### config.mk
export PLATFORM = sky130hd
export DESIGN_NAME = seg_scan
export DESIGN_NICKNAME = d
export VERILOG_FILES = /design/src/rtl/seg_pkg.sv /design/src/rtl/bcd_to_seg.sv /design/src/rtl/seg_scan.sv
export SDC_FILE = /design/constraint.sdc
export NUM_CORES = 1
export LEC_CHECK = 0
export ABC_CLOCK_PERIOD_IN_PS = 6200
export CAP_MARGIN = 20
export CELL_PAD_IN_SITES_DETAIL_PLACEMENT = 1
export CELL_PAD_IN_SITES_GLOBAL_PLACEMENT = 2
export CORE_ASPECT_RATIO = 0.7
export CORE_MARGIN = 8
export CORE_UTILIZATION = 34
export CTS_CLUSTER_SIZE = 40
export DETAILED_ROUTE_END_ITERATION = 8
export PLACE_DENSITY = 0.79
export RECOVER_POWER = 100
export SLEW_MARGIN = 20
export SYNTH_ARGS = -nofsm -noshare
export SYNTH_HDL_FRONTEND = slang
export SYNTH_SLANG_ARGS = --single-unit
### constraint.sdc
create_clock -name fs -period 6.2 [get_ports fs]
set_input_delay 1.55 -clock fs [delete_from_list [all_inputs] [get_ports fs]]
set_output_delay 1.55 -clock fs [all_outputs]
set_load 0.02 [all_outputs]
### src/rtl/seg_pkg.sv
// Shared constants for the multiplexed 7-segment display path.
// Segment patterns are active-high, ordered {g,f,e,d,c,b,a}.
package seg_pkg;
  localparam int NUM_DIGITS = 6;
  localparam int SEG_W      = 7;

  localparam logic [SEG_W-1:0] SEG_0     = 7'h3F;
  localparam logic [SEG_W-1:0] SEG_1     = 7'h06;
  localparam logic [SEG_W-1:0] SEG_2     = 7'h5B;
  localparam logic [SEG_W-1:0] SEG_3     = 7'h4F;
  localparam logic [SEG_W-1:0] SEG_4     = 7'h66;
  localparam logic [SEG_W-1:0] SEG_5     = 7'h6D;
  localparam logic [SEG_W-1:0] SEG_6     = 7'h7D;
  localparam logic [SEG_W-1:0] SEG_7     = 7'h07;
  localparam logic [SEG_W-1:0] SEG_8     = 7'h7F;
  localparam logic [SEG_W-1:0] SEG_9     = 7'h6F;
  localparam logic [SEG_W-1:0] SEG_BLANK = 7'h00;
endpackage

### src/rtl/bcd_to_seg.sv
// Combinational BCD to active-high 7-segment decoder.
// Codes above 9 decode to an unlit digit.
module bcd_to_seg
  import seg_pkg::*;
(
  input  logic [3:0]       i_bcd,
  output logic [SEG_W-1:0] o_seg
);

  always_comb begin
    o_seg = SEG_BLANK;
    case (i_bcd)
      4'd0:    o_seg = SEG_0;
      4'd1:    o_seg = SEG_1;
      4'd2:    o_seg = SEG_2;
      4'd3:    o_seg = SEG_3;
      4'd4:    o_seg = SEG_4;
      4'd5:    o_seg = SEG_5;
      4'd6:    o_seg = SEG_6;
      4'd7:    o_seg = SEG_7;
      4'd8:    o_seg = SEG_8;
      4'd9:    o_seg = SEG_9;
      default: o_seg = SEG_BLANK;
    endcase
  end

endmodule

### src/rtl/seg_scan.sv
// Six-digit 7-segment scanner: per-frame snapshot, anti-ghost blanking, registered outputs.
// Optional LEAD_ZERO_BLANK_EN suppresses leading zeros on the two hours digits.
module seg_scan
  import seg_pkg::*;
#(
  parameter int DIV            = 50,
  parameter int BLANK          = 2,
  parameter bit SEG_ACTIVE_LOW = 1'b1,
  parameter bit SEL_ACTIVE_LOW = 1'b1
) (
  input  logic                  fs,
  input  logic                  rst_n,
  input  logic [3:0]            a,
  input  logic [3:0]            b,
  input  logic [3:0]            c,
  input  logic [3:0]            d,
  input  logic [3:0]            e,
  input  logic [3:0]            f,
  input  logic [NUM_DIGITS-1:0] dp_mask,
  output logic [SEG_W-1:0]      seg,
  output logic                  dp,
  output logic [NUM_DIGITS-1:0] sel
);

  localparam int CNT_W = (DIV > 1) ? $clog2(DIV) : 1;

  localparam logic [SEG_W-1:0]      SEG_OFF = {SEG_W{SEG_ACTIVE_LOW}};
  localparam logic                  DP_OFF  = SEG_ACTIVE_LOW;
  localparam logic [NUM_DIGITS-1:0] SEL_OFF = {NUM_DIGITS{SEL_ACTIVE_LOW}};

  logic [CNT_W-1:0]        r_cnt;
  logic [2:0]              r_idx;
  logic                    r_first;
  logic [4*NUM_DIGITS-1:0] r_snap;
  logic [NUM_DIGITS-1:0]   r_dpm;
  logic [SEG_W-1:0]        r_seg;
  logic                    r_dp;
  logic [NUM_DIGITS-1:0]   r_sel;

  logic [4*NUM_DIGITS-1:0] w_live;
  logic [4*NUM_DIGITS-1:0] w_src;
  logic [NUM_DIGITS-1:0]   w_dpsrc;
  logic [3:0]              w_digit;
  logic [SEG_W-1:0]        w_seg_ah;
  logic [SEG_W-1:0]        w_seg_on;
  logic                    w_lz;
  logic                    w_wrap;
  logic                    w_snap_en;
  logic                    w_sel_on;
  logic [NUM_DIGITS-1:0]   w_hot;

  assign w_live = {f, e, d, c, b, a};

  // The first cycle after reset decodes the live inputs so frame 0 matches its own snapshot.
  assign w_src   = r_first ? w_live : r_snap;
  assign w_dpsrc = r_first ? dp_mask : r_dpm;
  assign w_digit = w_src[{r_idx, 2'b00} +: 4];

  bcd_to_seg u_dec (
    .i_bcd (w_digit),
    .o_seg (w_seg_ah)
  );

`ifdef LEAD_ZERO_BLANK_EN
  assign w_lz = ((r_idx == 3'd5) && (w_src[23:20] == 4'd0)) ||
                ((r_idx == 3'd4) && (w_src[23:20] == 4'd0) && (w_src[19:16] == 4'd0));
`else
  assign w_lz = 1'b0;
`endif

  assign w_seg_on  = w_lz ? SEG_BLANK : w_seg_ah;
  assign w_wrap    = (r_cnt == CNT_W'(DIV - 1));
  assign w_snap_en = r_first || (w_wrap && (r_idx == 3'd5));
  assign w_hot     = NUM_DIGITS'(1) << r_idx;

  generate
    if (BLANK == 0) begin : g_noblank
      assign w_sel_on = 1'b1;
    end else begin : g_blank
      assign w_sel_on = (r_cnt >= CNT_W'(BLANK));
    end
  endgenerate

  always_ff @(posedge fs) begin
    if (!rst_n) begin
      r_cnt   <= '0;
      r_idx   <= '0;
      r_first <= 1'b1;
      r_snap  <= '0;
      r_dpm   <= '0;
      r_seg   <= SEG_OFF;
      r_dp    <= DP_OFF;
      r_sel   <= SEL_OFF;
    end else begin
      r_first <= 1'b0;
      if (w_snap_en) begin
        r_snap <= w_live;
        r_dpm  <= dp_mask;
      end
      if (w_wrap) begin
        r_cnt <= '0;
        r_idx <= (r_idx == 3'd5) ? 3'd0 : r_idx + 3'd1;
      end else begin
        r_cnt <= r_cnt + CNT_W'(1);
      end
      // Polarity is folded in last so the decode above stays active-high.
      r_seg <= w_seg_on ^ {SEG_W{SEG_ACTIVE_LOW}};
      r_dp  <= w_dpsrc[r_idx] ^ SEG_ACTIVE_LOW;
      r_sel <= w_sel_on ? (w_hot ^ {NUM_DIGITS{SEL_ACTIVE_LOW}}) : SEL_OFF;
    end
  end

  assign seg = r_seg;
  assign dp  = r_dp;
  assign sel = r_sel;

endmodule

==> results of run 1 <==
## critical path: cells and delay by family
kind / cells / cell delay, ns
compound gates: 3 / 0.64
buf+inv: 2 / 0.68
simple gates: 1 / 0.35
fa+ha+maj: 1 / 0.23
mux: 1 / 0.55
## cell type report
cell class | count | area [µm²] | share of cell area [%]
multi-input combinational | 190 | 1350 | 43.0
sequential | 54 | 1080 | 34.4
timing repair buffer | 47 | 465 | 14.8
tap | 98 | 123 | 3.90
clock buffer | 7 | 86.3 | 2.75
inverter | 8 | 30.0 | 0.955
clock inverter | 1 | 5.00 | 0.159
## state kept, by name (all words and copies together), names as in the netlist
signal   count
r_dpm        6
seg          7
r_idx        3
r_first      1
r_cnt        6
r_snap      24
sel          6
dp           1
## how the worst min path moves through the flow
stage / start / end / cells after the start
detailed placement: r_snap[16] / r_snap[16] / 2
global placement: r_snap[17] / r_snap[17] / 2
finish: r_snap[6] / r_snap[6] / 2
global route: r_snap[6] / r_snap[6] / 2
CTS: r_snap[16] / r_snap[16] / 2
floorplan: r_snap[12] / r_snap[12] / 2
## synthesized netlist by cell type, types with 2 or more instances
cell       n  area (µm²)
a22oi_1    2        15.0
o21ai_0    2        10.0
a22o_1     2        17.5
xnor2_1    3        26.3
mux2_2     4        45.0
a32oi_1    2        17.5
nand2_1   68         255
ha_1       9         113
buf_2      2        10.0
mux4_2     6         135
mux2i_1    4        40.0
inv_1      7        26.3
clkbuf_1  11        41.3
and2_1     3        18.8
nor2_1    14        52.6
xor2_1     3        26.3
mux4_1     7         184
a21oi_1   36         180
dfxtp_1   54        1080
nor4_1     2        12.5
nand3_1    4        20.0
nor2b_1    3        18.8
## routing by layer
layer / GRT usage [%] / vias to the layer above
met5: 0 / -
met4: 2.40 / 0
met3: 3.86 / 2
met2: 20.1 / 32
met1: 16.0 / 955
li1: - / 1005
## power by group
group	internal (mW)	switching, mW	total (mW)
registers	0.366	0.00817	0.374
clock network	0.0905	0.112	0.202
logic	0.0591	0.0587	0.118
total	0.515	0.178	0.694
## cells by family after synthesis
kind of cell,share of synthesized area (%)
compound gates,12.9
flops,42.8
buf+inv,4.36
mux,16.6
simple gates,16.8
xor+xnor,2.08
fa+ha+maj,4.46
==> qor.csv, run 1 <==
metric;value;unit
outcome;finished clean;
crit_chain;dlygate4sd3_1 > mux4_1 > a22o_1 > a21oi_1 > inv_1 > ha_1 > nor4_1 > a21oi_1;
die_w;119;µm
cpPeakStageDelay;0.55;ns
grt_max_degree;38;
crit_path_start;c[0];
max_slew_margin;19.7;%
antenna_found_initial;0;
hold_class;register to register;
critPathMaxFanout;5;
fin_skew;0.00801;ns
layout_common_cells;nand2_1, dfxtp_1, a21oi_1;
rsz0062_at_grt;no;
ys_async_sr_fraction;0;%
grt_pass1_vias;2147;
crit_path_end_kind;register;
cts_setup_buffers;0;
synth_cell_type_count;42;
ios;46;
slew_violations;0;
arrival;4.01;ns
crit_required;6.38;ns
final_common_cell;nand2_1;
setup_violations;0;
core;7250;µm²
worstReg2RegStart;r_idx[0];
criticalPathCategory;input pin to register;
synth_warnings;0;
synth_seq_cells;54;
cts-root-buf;clkbuf_8;
hold_buffers;0;
drc;0;
drt-vias-per-instance;4.92;
final_nets;347;
portBuffers;45;
die_area;10500;µm²
clkSlewWorstSetupHoldPaths;0.09;ns
r2r_cells;7;
yosysSeqAreaShare;42.8;%
dpl_cell_area;3050;µm²
netlist_area;2520;µm²
highest_layer;met4;
final_antenna_net_count;0;
dr_wl_met2;2.89;mm
fin_crit_sh;61.7;%
r2r-end;seg[5];
synth_cells;268;
detail_route.wirelength;6.31;mm
wl_per_cell;15.6;µm
reg2reg_slack;3.41;ns
htree_levels;2;
place_inst;397;
drt_iter0_markers;52;
clock_latency;0.30;ns
clockBufferDepth;2;
startpoint_type;input pin;
power_density;221;nW/µm²
track_usage;12.4;%
crit_slowest_cell;dlygate4sd3_1;
dp_hpwl;4.47;mm
die_y;88.1;µm
fillers;833;
grt_overflow;0;
endpoint;seg[5];
finalPower;0.694;mW
synth_fp_nets;309;
peakVddDrop;0.0000846;V
cpMostUsedCell;a21oi_1;
areaGrowthSynthToFinish;24.5;%
cts_buffers;5;
synth-edff-count;0;
design_area;3140;µm²
clock-sinks;54;
row_count;26;
hold_ws;0.454;ns
grt_pass1_wl;10.6;mm
p_leak;1.18;nW
tritoncts;yes;
vias;1994;
fmax;261;MHz
utilization;43.3;%
dpl_worst_slack;2.19;ns
drt-met1-wl;3.15;mm
final.setup.tns;0;ns
worst_pin_slew;1.20;ns
ys.flop_type;dfxtp_1;
layout_setup_ws;2.37;ns
synth.avg_cell_area;9.42;µm²
maxCapViolCount;0;
layout-drive-gt1-share;8.79;%
hold_viol;0;
initial_utilization;34.8;%
num_antenna_cells;0;
wl_met3;249;µm
routabilityCongestion;0.711;
dr.pass1.iters;4;
cts_resized;0;
min_period;3.83;ns
stdcell_count;405;
(Power assumes the default switching activity.)
==> run 2, diff against run 1 <==
--- a/config.mk
+++ b/config.mk
@@ -5,16 +5,16 @@
 export SDC_FILE = /design/constraint.sdc
 export NUM_CORES = 1
 export LEC_CHECK = 0
-export ABC_CLOCK_PERIOD_IN_PS = 6200
+export ABC_CLOCK_PERIOD_IN_PS = 3500
 export CAP_MARGIN = 20
 export CELL_PAD_IN_SITES_DETAIL_PLACEMENT = 1
 export CELL_PAD_IN_SITES_GLOBAL_PLACEMENT = 2
 export CORE_ASPECT_RATIO = 0.7
 export CORE_MARGIN = 8
-export CORE_UTILIZATION = 34
+export CORE_UTILIZATION = 29
 export CTS_CLUSTER_SIZE = 40
 export DETAILED_ROUTE_END_ITERATION = 8
-export PLACE_DENSITY = 0.79
+export PLACE_DENSITY = 0.72
 export RECOVER_POWER = 100
 export SLEW_MARGIN = 20
 export SYNTH_ARGS = -nofsm -noshare
==> constraint.sdc (replaced) <==
create_clock -name fs -period 3.5 [get_ports fs]
set_input_delay 0.875 -clock fs [delete_from_list [all_inputs] [get_ports fs]]
set_output_delay 0.875 -clock fs [all_outputs]
set_load 0.02 [all_outputs]
==> run 2 against run 1 <==
Compared with the run above: critical path depth fell by 4; wire length rose by 5.8%; cell count rose by 5.7%; register-to-register slack got worse by 2.7 ns; largest cell class unchanged; critical path type unchanged.
==> qor.csv, run 2 (synthesis results as in run 1) <==
metric;value;unit;change
fillers;971;;+17%
cts_buffers;5;;unchanged
die_y;94.1;µm;+6.8%
hold_depth;2;;unchanged
tritoncts;yes;;
power_frac_seq;48.8;%;-5.1 points
row_count;28;;+7.7%
worstReg2RegStart;r_first;;
max_slew_margin;9.83;%;-9.9 points
min_period;2.88;ns;
cp_top_family;buffers and inverters;;
clock-sinks;54;;unchanged
critPathBufInv;3;;+1
htree_levels;2;;unchanged
fin_crit_sh;82.4;%;
layout-drive-gt1-share;8.44;%;-0.35 points
reg2reg_slack;0.68;ns;-2.73 ns
drc;0;;unchanged
dpl_cell_area;3100;µm²;+1.6%
grt_max_degree;31;;-18%
wl_per_cell;15.6;µm;about the same
crit_path_start;rst_n;;
criticalPathCategory;input pin to register;;
hold_viol;0;;unchanged
layout_common_cells;nand2_1, dfxtp_1, a21oi_1;;
vias;2004;;+0.50%
p_leak;1.21;nW;+2.0%
power_switching;0.336;mW;+88%
power_density;424;nW/µm²;+92%
cts_resized;0;;unchanged
fin_skew;0.00610;ns;-0.00191 ns
drt-vias-per-instance;4.68;;-4.9%
final_antenna_net_count;0;;unchanged
stdcell_count;428;;+5.7%
maxCapViolCount;0;;unchanged
track_usage;11.7;%;-0.72 points
crit_path_end_kind;register;;
largest_reg_flops;24;;unchanged
detail_route.wirelength;6.68;mm;+5.8%
crit_slowest_cell;clkbuf_1;;
final_common_cell;nand2_1;;
pwr-share-comb;15.2;%;-1.8 points
peakVddDrop;0.000172;V;+100%
die_w;128;µm;+7.2%
cts-root-buf;clkbuf_16;;
crit_chain;dlygate4sd3_1 > inv_1 > clkbuf_1 > nor2_1;;
worst_pin_slew;1.35;ns;+0.150 ns
ios;46;;unchanged
drt_iter0_markers;71;;+37%
design_area;3230;µm²;+2.7%
hp-start;r_dpm[1];;
clock_latency;0.29;ns;about the same
initial_utilization;29.9;%;-4.9 points
p_int;1.03;mW;+100%
rsz0062_at_grt;no;;
cts_setup_buffers;0;;unchanged
ff_latch_area;1080;µm²;unchanged
switching_share;24.6;%;-1.1 points
dp_hpwl;4.85;mm;+8.4%
path_depth;4;;-4
grt_pass1_wl;10.9;mm;+3.1%
routabilityCongestion;0.697;;-2.0%
hold_class;register to register;;
hold_buffers;0;;unchanged
multi_input_area;1350;µm²;unchanged
areaGrowthSynthToFinish;27.8;%;
startpoint_type;input pin;;
fmax;347;MHz;
arrival;3.02;ns;-0.99 ns
clkSlewWorstSetupHoldPaths;0.07;ns;-0.02 ns
final.setup.tns;0;ns;unchanged
slew_violations;0;;unchanged
r2r_cells;7;;unchanged
setup_violations;0;;unchanged
dr.pass1.iters;6;;+2
place_inst;422;;+6.3%
die_area;12000;µm²;+14%
crit_required;3.63;ns;-2.75 ns
final_nets;350;;+0.86%
grt_pass1_vias;2141;;-0.28%
grt_overflow;0;;unchanged
clockBufferDepth;2;;unchanged
num_antenna_cells;0;;unchanged
pwr-share-clk;36.0;%;+6.9 points
outcome;finished clean;;
antenna_found_initial;0;;unchanged
portBuffers;45;;unchanged
core;8440;µm²;+16%
regMostFlops;r_snap;;
critPathMaxFanout;28;;+23
cpPeakStageDelay;1.03;ns;+0.48 ns
==> run 2: final cells by class <==
type | instances | share of cell area [%]
multi-input combinational | 190 | 41.9
tap | 120 | 4.65
clock buffer | 6 | 4.30
timing repair buffer | 50 | 14.7
sequential | 54 | 33.5
inverter | 8 | 0.931
==> run 2: final timing paths <==
path                   end
hold reg to reg   r_dpm[1]
setup reg to reg    seg[5]
setup / recovery  r_idx[0]
hold / removal    r_dpm[1]
==> run 2: per-layer routing <==
metal	track usage [%]	routed length, µm	vias to the layer above
met5	0	0	-
met4	4.73	97	0
met3	3.46	299	8
met2	19.0	3000	34
met1	14.2	3270	953
li1	-	-	1009
==> run 2: power groups by stage <==
stage	clock (mW)	sequential (mW)	combinational, mW
floorplan	0	0.689	0.112
global placement	0	0.681	0.213
detailed placement	0	0.682	0.217
CTS	0.519	0.668	0.218
global route	0.540	0.671	0.228
finish	0.492	0.667	0.208
==> run 2: through the flow <==
stage / util, % / setup WS [ns] / total power [mW] / hold WS, ns
floorplan: - / 0.865 / 0.801 / 0.427
global placement: 36.7 / 0.450 / 0.894 / 0.434
detailed placement: 36.7 / 0.355 / 0.899 / 0.444
CTS: 38.4 / 0.665 / 1.40 / 0.453
global route: 38.2 / 0.399 / 1.44 / 0.468
finish: 38.2 / 0.615 / 1.37 / 0.449
==> run 2: worst min-delay path, stage by stage, from the launching register on <==
cell     delay (ns)
dfxtp_1        0.31
nand2_1        0.05
a21oi_1        0.05
==> run 3, diff against run 2 <==
--- a/config.mk
+++ b/config.mk
@@ -5,7 +5,7 @@
 export SDC_FILE = /design/constraint.sdc
 export NUM_CORES = 1
 export LEC_CHECK = 0
-export ABC_CLOCK_PERIOD_IN_PS = 3500
+export ABC_CLOCK_PERIOD_IN_PS = 2500
 export CAP_MARGIN = 20
 export CELL_PAD_IN_SITES_DETAIL_PLACEMENT = 1
 export CELL_PAD_IN_SITES_GLOBAL_PLACEMENT = 2
==> constraint.sdc (replaced) <==
create_clock -name fs -period 2.5 [get_ports fs]
set_input_delay 0.625 -clock fs [delete_from_list [all_inputs] [get_ports fs]]
set_output_delay 0.625 -clock fs [all_outputs]
set_load 0.02 [all_outputs]
==> run 3 against run 2 <==
Compared with the run above: critical path depth is 5 higher; cell count is 3.3% higher; sequential power is 39% higher; global-route usage hardly changed; non-clock buffer count is 13 higher; count of clock-buffer cells in the layout is 1 higher; largest cell class unchanged; largest power group unchanged.
==> qor.csv, run 3 (synthesis results as in run 1) <==
metric;value;unit;change
crit_required;2.67;ns;-0.96 ns
grtUsageMet1;15.4;%;+1.2 points
setup_violations;0;;unchanged
p_leak;1.29;nW;+6.6%
portBuffers;45;;unchanged
dr.pass1.iters;4;;-2
maxCapViolCount;0;;unchanged
layout-drive-gt1-share;13.7;%;+5.2 points
critPathMaxFanout;2;;-93%
final_antenna_net_count;0;;unchanged
wl_per_cell;15.2;µm;-2.5%
grt_use_met3;3.57;%;+0.11 points
cts-root-buf;clkbuf_16;;
initial_utilization;29.9;%;unchanged
clock-sinks;54;;unchanged
cts_buffers;5;;unchanged
routabilityCongestion;0.705;;+1.2%
worst_pin_slew;0.699;ns;-0.654 ns
outcome;finished clean;;
antenna_found_initial;0;;unchanged
slew_violations;0;;unchanged
drt_iter0_markers;103;;+45%
final_common_cell;nand2_1;;
max_slew_margin;53.4;%;+44 points
power_density;573;nW/µm²;+35%
stdcell_count;442;;+3.3%
peakVddDrop;0.000238;V;+38%
grt_pass1_wl;11.0;mm;+0.76%
detail_route.wirelength;6.72;mm;+0.64%
tritoncts;yes;;
min_period;2.38;ns;
hold_ws;0.451;ns;+0.00200 ns
fin_crit_sh;95.3;%;
crit_path_end_kind;register;;
clkSlewWorstSetupHoldPaths;0.07;ns;about the same
busiest_layer;met2;;
final_nets;363;;+3.7%
use_met2;17.9;%;-1.1 points
fmax;420;MHz;
criticalPathCategory;input pin to register;;
ios;46;;unchanged
startpoint_type;input pin;;
grt_overflow;0;;unchanged
arrival;2.55;ns;-0.47 ns
fin_skew;0.00664;ns;+0.000541 ns
hold_viol;0;;unchanged
hold_class;register to register;;
layout_common_cells;nand2_1, dfxtp_1, a21oi_1;;
die_w;128;µm;unchanged
place_inst;435;;+3.1%
areaGrowthSynthToFinish;32.1;%;
grt_max_degree;34;;+9.7%
dp_hpwl;4.83;mm;-0.31%
rsz0062_at_grt;no;;
num_antenna_cells;0;;unchanged
clock_latency;0.29;ns;about the same
drc;0;;unchanged
row_count;28;;unchanged
clockBufferDepth;2;;unchanged
die_y;94.1;µm;unchanged
grt_pass1_vias;2175;;+1.6%
drt-vias-per-instance;4.65;;-0.70%
htree_levels;2;;unchanged
largest_reg_flops;24;;unchanged
core;8440;µm²;unchanged
vias;2055;;+2.5%
track_usage;11.6;%;-0.034 points
final.setup.tns;0;ns;unchanged
die_area;12000;µm²;unchanged
regMostFlops;r_snap;;
run 3: cell types whose count changed in the layout (fill, tap and decap cells not counted), moves of 2 or more:
cell / change
mux4_2: +2
buf_4: +13
clkdlybuf4s50_1: -2
dlymetal6s2s_1: +2
mux4_1: -2
run 3: final cells by class:
| type | instances | area [µm²] |
|---|---|---|
| inverter | 8 | 30.0 |
| timing repair buffer | 63 | 594 |
| fill | 967 | 5110 |
| multi-input combinational | 190 | 1350 |
| tap | 120 | 150 |
| sequential | 54 | 1080 |
| clock buffer | 7 | 133 |
run 3: per-layer routing:
layer / share of wire, % / wire [µm] / vias to the layer above
li1: - / - / 1035
met1: 51 / 3430 / 980
met5: 0 / 0 / -
met3: 3.8 / 255 / 4
met4: 0.83 / 56 / 0
met2: 44 / 2980 / 36
run 3: path summary, 6_finish.rpt:
kind                            startpoint        end  slack, ns  cells past startpoint
worst max register to register     r_first     seg[5]       0.18                      6
worst max-delay path                  e[0]     seg[3]       0.12                      9
worst min-delay path             r_snap[4]  r_snap[4]       0.45                      2
worst min register to register   r_snap[4]  r_snap[4]       0.45                      2
run 3: worst max-delay path: stages:
cell and delay, ns:
clkdlybuf4s50_1 0.42, mux4_1 0.52, a22o_1 0.21, a21oi_2 0.13, inv_1 0.08, buf_4 0.13
ha_1 0.18, mux2i_1 0.18, a32oi_1 0.09
run 3: repair_timing:
item                       4_1_cts  5_1_grt
gates resized for setup          2        4
hold endpoints to repair         0        0
setup endpoints to repair        4        4
hold buffers                     0        0
buffers inserted                 0        0
pin swaps                        1        3
run 3: metrics by stage:
stage / power [mW] / worst slack [ns] / utilization (%) / instance area [µm²]
global route: 2.01 / 0.00182 / 39.5 / 3330
global placement: 1.27 / -0.320 / 37.9 / 3200
floorplan: 1.12 / 0.115 / - / 2520
finish: 1.91 / 0.117 / 39.5 / 3330
detailed placement: 1.28 / -0.412 / 37.9 / 3200
CTS: 1.96 / 0.0383 / 39.6 / 3350
run 3: power breakdown:
group / internal [mW] / switching, mW
Clock: 0.367 / 0.300
Combinational: 0.164 / 0.151
Sequential: 0.908 / 0.0223
